**src/rtl/traffic_input_conditioner.sv**
```systemverilog
// Front end for TrafficController: 2-flop sync and debounce of raw buttons/sensor, walk latch, reprogram pulse.
// Latency: DEBOUNCE_CYCLES+2 edges from a raw level change to sensor/walkRequest/reprogram.
// Backpressure: none; walkClear from the controller is the only feedback and clears the walk latch.
module traffic_input_conditioner #(
  parameter int DEBOUNCE_CYCLES = 4,
  parameter int CNT_W           = 4
) (
  input  logic       clk,
  input  logic       reset,
  input  logic       sensorRaw,
  input  logic       walkButton,
  input  logic       reprogramButton,
  input  logic [1:0] selRaw,
  input  logic [3:0] valueRaw,
  input  logic       walkClear,
  output logic       sensor,
  output logic       walkRequest,
  output logic       reprogram,
  output logic [1:0] extTimeSelector,
  output logic [3:0] extTimeValue
);

  localparam logic [CNT_W-1:0] CNT_MAX = CNT_W'(DEBOUNCE_CYCLES - 1);

  // Bit layout: {value[3:0], sel[1:0], reprogram, walk, sensor}
  logic [8:0]       sync1;
  logic [8:0]       sync2;
  logic [2:0]       filt;
  logic [2:0]       filt_nxt;
  logic [2:0]       rise;
  logic [CNT_W-1:0] cnt     [3];
  logic [CNT_W-1:0] cnt_nxt [3];

  always_comb begin
    filt_nxt = filt;
    for (int i = 0; i < 3; i++) begin
      cnt_nxt[i] = '0;
      if (sync2[i] != filt[i]) begin
        if (cnt[i] == CNT_MAX) filt_nxt[i] = sync2[i];
        else                   cnt_nxt[i] = cnt[i] + 1'b1;
      end
    end
  end

  assign rise   = filt_nxt & ~filt;
  assign sensor = filt[0];

  always_ff @(posedge clk) begin
    if (reset) begin
      sync1           <= '0;
      sync2           <= '0;
      filt            <= '0;
      for (int i = 0; i < 3; i++) cnt[i] <= '0;
      walkRequest     <= 1'b0;
      reprogram       <= 1'b0;
      extTimeSelector <= '0;
      extTimeValue    <= '0;
    end else begin
      sync1 <= {valueRaw, selRaw, reprogramButton, walkButton, sensorRaw};
      sync2 <= sync1;
      filt  <= filt_nxt;
      for (int i = 0; i < 3; i++) cnt[i] <= cnt_nxt[i];
      // A new filtered press beats a coincident clear
      if (rise[1])        walkRequest <= 1'b1;
      else if (walkClear) walkRequest <= 1'b0;
      reprogram <= rise[2];
      if (rise[2]) begin
        extTimeSelector <= sync2[4:3];
        extTimeValue    <= sync2[8:5];
      end
    end
  end

endmodule
```
**config.mk**
```make
export PLATFORM = sky130hd
export DESIGN_NAME = traffic_input_conditioner
export DESIGN_NICKNAME = d
export VERILOG_FILES = /design/src/rtl/traffic_input_conditioner.sv
export SDC_FILE = /design/constraint.sdc
export NUM_CORES = 1
export LEC_CHECK = 0
export CORE_ASPECT_RATIO = 1.2
export CORE_UTILIZATION = 35
export DETAILED_ROUTE_END_ITERATION = 16
export SLEW_MARGIN = 0
export SYNTH_ARGS = -nofsm -noshare
export SYNTH_HDL_FRONTEND = slang
export SYNTH_SLANG_ARGS = --single-unit
```
**constraint.sdc**
```tcl
create_clock -name clk -period 1.2 [get_ports clk]
set_input_delay 0.3 -clock clk [delete_from_list [all_inputs] [get_ports clk]]
set_output_delay 0.3 -clock clk [all_outputs]
set_load 0.02 [all_outputs]
```
# Word-level counts from Yosys, hierarchy flattened
# Memories as Yosys holds them, arrays and structs flattened.
# Cells that the tools add are included.
# word_totals
register_bits	29
ram_bits	12
inputBits	12
output_inout_bits	9
word_cells	43
n_memories	1
# op_classes
add_sub_neg	3
eq_ne	6
n_mux	20
n_bitwise	5
reduce_logical	1
# memory_table
memory	depth	width	rd	rd_ports_with_merged_regs	write_ports	line	text
cnt	3	4	3	0	3	31	logic [CNT_W-1:0] cnt [3];
# op_table
op	count
two-way mux 4 bit	9
adder 4 x 1 -> 4 bit (second input constant)	3
equality test 4 x 2 -> 1 bit (second input constant)	3
two-way mux 1 bit	11
bitwise AND 3 bit	1
inequality test 1 bit	3
inverter 3 bit	1
OR 1 bit	3
nonzero test 2 bit	1

# Longest topological paths before layout
# logic_depth
ltp_word	5
depth_mapped	5
mapped_depth_nobuf	4

# Worst setup path before layout
# OpenSTA, ideal clock, no wires.
# synth_path
kind	register to register
from	memory cnt[2][0], in the netlist cnt[0][8]
to	register extTimeSelector[0]
setup_time_ps	72
arrival_time_ps	1185
required_ps	1128
slack_ps	-57
stages_incl_launch_ff	6
n_path_buf	1
period_less_slack_ps	1257
path_cell_list	dfxtp_1 ha_1 nor3b_2 and3b_1 buf_6 mux2i_1
# synth_rtl
element	line	text
from (decl)	31	
to (signal assigned)	68	extTimeSelector <= sync2[4:3];
to (decl)	19	output logic [1:0] extTimeSelector,

==> out/metrics.csv <==
stage,metric,value,unit
status,status,"complete, but fails checks",
status,failing checks,negative setup slack,
detailed_routing,Detailed Route WL,2.35,mm
global_routing,largest net degree at the start of global routing,22,
detailed_routing,DRT iter0 DRCs,26,
run,maxcap violations,0,
setup_path,Crit. End Element,register,
power_and_ir_drop,Sw Ratio,0.185,
setup_path,Worst Path Arrival,1.56,ns
detailed_routing,via count,940,
floorplanning,cell row count,24,
detailed_routing,mean routed wirelength per cell,10.4,um
clocking,H-tree depth,2,
floorplanning,Die Area,4290,um^2
global_routing,first-pass GRT wire length,3.91,mm
cells_and_area,Final Util,0.537,
global_routing,vias in the first global route,953,
global_routing,GRT Total Usage,0.125,
synth,syn avg cell area,10.9,um^2
power_and_ir_drop,Clock power frac,0.425,
detailed_routing,DR WL met3,95,um
clocking,Worst-path clk slew,0.08,ns
floorplanning,Die Wd,60.0,um
setup_path,worst setup path start,cnt[0][9],
clocking,Post-CTS Hold Fix Bufs,0,
detailed_routing,met2 WL,1.27,mm
synth,Yosys top cell area share,0.582,
global_routing,initial antenna violation count,0,
placed_design,Placer Congestion,0.616,
timing,Max Fclk,0.745,GHz
detailed_routing,Via density,4.18,
cells_and_area,NumNets Final,187,
setup_path,launch point of the worst reg-to-reg path,cnt[0][9],
power_and_ir_drop,leakage,0.781,nW
cells_and_area,ant diodes,0,
cells_and_area,most frequent cells in the layout,"35 x dfxtp_1, 20 x buf_4, 18 x nor2b_1, 13 x nand2b_1",
setup_path,CP startpoint kind,register,
detailed_routing,Post-DRT Antenna Nets,0,
cells_and_area,FILL cells,362,
clocking,Clock Tree Buf Depth,2,
detailed_routing,DRC viols,0,
synth,post-synthesis sequential area ratio,0.582,
timing,# setup viols final,11,
synth,Yosys cell types,20,
setup_path,crit-path max FO,5,
timing,clk_skew,0.00620,ns
synth,Synthesized Nets,144,
floorplanning,Die H,71.6,um
timing,RSZ-0062 raised after global routing,true,
setup_path,Worst EP required,1.42,ns
timing,post-route worst setup slack,-0.142,ns
timing,Slew Limit Fails,0,
power_and_ir_drop,Seq pwr share,0.534,
power_and_ir_drop,PwrDens,1300,nW/um^2
power_and_ir_drop,Psw,0.000487,W
cells_and_area,Area Overhead vs Synth,42.7,%
timing,worst-margin pin slew,0.296,ns
synth,post-synthesis instance total,129,
synth,"Cell Area, Synth",1410,um^2
min_path,Hold Startpoint,reset,
floorplanning,Initial Utilization,0.376,
detailed_routing,1st-pass router iterations,3,
detailed_routing,uppermost layer routed,met4,
floorplanning,I/O pin total,21,
power_and_ir_drop,worst vdd ir,0.000767,V
timing,final hold slack,0.357,ns
cells_and_area,layout cells sized above 1,0.376,
power_and_ir_drop,Int Pwr,0.00214,W
cells_and_area,footprint of the multi-input gates,666,um^2
timing,crit path time final,1.34,ns
global_routing,GRT overflow,0,
floorplanning,core box area,3750,um^2
cells_and_area,"commonest non-fill, non-tap cell in the layout",dfxtp_1,
timing,relative slew slack,0.802,
synth,leading area contributor after synthesis,dfxtp_1,
min_path,worst hold path type,in -> reg,
detailed_routing,wl on met1,927,um
synth,Yosys warning total,0,
placed_design,Area after DPL,1820,um^2
power_and_ir_drop,Power Total,0.00263,W
timing,Fin. Hold Viols,0,
clocking,clock buffer count from CTS,5,
placed_design,Final HPWL DP,1.61,mm
setup_path,critical path class,reg -> reg,
clocking,CTS tree,done,
power_and_ir_drop,Comb pwr share,0.041,
clocking,clk_lat worst skew,0.29,ns
synth,Yosys reg bits,41,
clocking,Root Driver,clkbuf_8,
cells_and_area,design area,2010,um^2
timing,final worst path period share,1.12,
synth,"top cells by area, synth","dfxtp_1 58%, nor2b_1 8.0%, mux2i_1 6.4%",
timing,post-route setup TNS,-1.21,ns
cells_and_area,Reg area,828,um^2
clocking,number of clock sinks,41,
placed_design,port bufs,20,
-- path summary, 6_finish.rpt --
| check | cells after the start | to | slack [ns] |
|---|---|---|---|
| worst max-delay path | 5 | extTimeSelector[0] | -0.14 |
| worst min-delay path | 2 | filt[2] | 0.36 |
| worst max register to register | 5 | extTimeSelector[0] | -0.14 |
| worst min register to register | 1 | sync2[6] | 0.44 |
-- cell usage after synthesis --
library cell,instances
dfxtp_1,41
nor2b_1,18
nor2_1,15
nand2b_1,13
mux2i_1,9
xnor2_1,6
clkbuf_1,3
ha_1,3
inv_1,3
nand3_1,3
or3_1,3
xor2_1,3
nor3b_2,2
a21oi_1,1
and2b_1,1
and3b_1,1
buf_2,1
buf_6,1
nand3b_1,1
nor3b_1,1
-- worst max-delay path: stages, from the launching register on --
cell and delay (ns):
dfxtp_2 0.36, ha_4 0.13, nor3b_4 0.21, and3b_2 0.25
buf_12 0.12, mux2i_2 0.20
-- kinds of logic after synthesis --
| group | count (synthesis) | synth area share |
|---|---|---|
| AND/OR/NAND/NOR | 58 | 0.241 |
| flip-flops | 41 | 0.582 |
| XOR/XNOR | 9 | 0.0559 |
| multiplexers | 9 | 0.0638 |
| buffers and inverters | 8 | 0.0275 |
| adder cells (fa/ha/maj) | 3 | 0.0266 |
| AO/OA/AOI/OAI | 1 | 0.00354 |
-- power by group through the flow --
stage               Combinational, W  Sequential [W]  Clock [W]
floorplan                  0.0000516         0.00143          0
global placement           0.0000981         0.00143          0
detailed placement          0.000102         0.00143          0
CTS                         0.000103         0.00140    0.00115
global route                0.000118         0.00140    0.00121
finish                      0.000107         0.00140    0.00112
-- registers in the layout, summed over array words and instances, names as in the netlist, named ones only --
register         flops
filt                 2
reprogram            1
extTimeSelector      2
walkRequest          1
cnt                 12
sync1                9
extTimeValue         4
sync2                9
-- stage by stage --
step                std cells  setup slack (ns)
global route              225            -0.209
CTS                       223            -0.152
floorplan                 129           0.00122
finish                    225            -0.142
global placement          213            -0.293
detailed placement        213            -0.356
-- layout make-up --
class	instances	area share
Clock buffer	7	0.0429
Timing Repair Buffer	41	0.163
Sequential cell	41	0.411
Multi-Input combinational cell	80	0.330
Tap cell	52	0.0323
Clock inverter	1	0.0149
Inverter	3	0.00559
-- repair_timing --
item,in CTS,in global routing
setup buffers,2,3
resized for setup,38,24
setup endpoints to repair,29,27
pin swaps,8,6
-- metal layers --
metal,vias up,track usage
li1,491,-
met1,427,0.122
met2,16,0.214
met3,6,0.0542
met4,0,0.0698
met5,-,0
No activity file was read; power rests on OpenSTA's default activity.
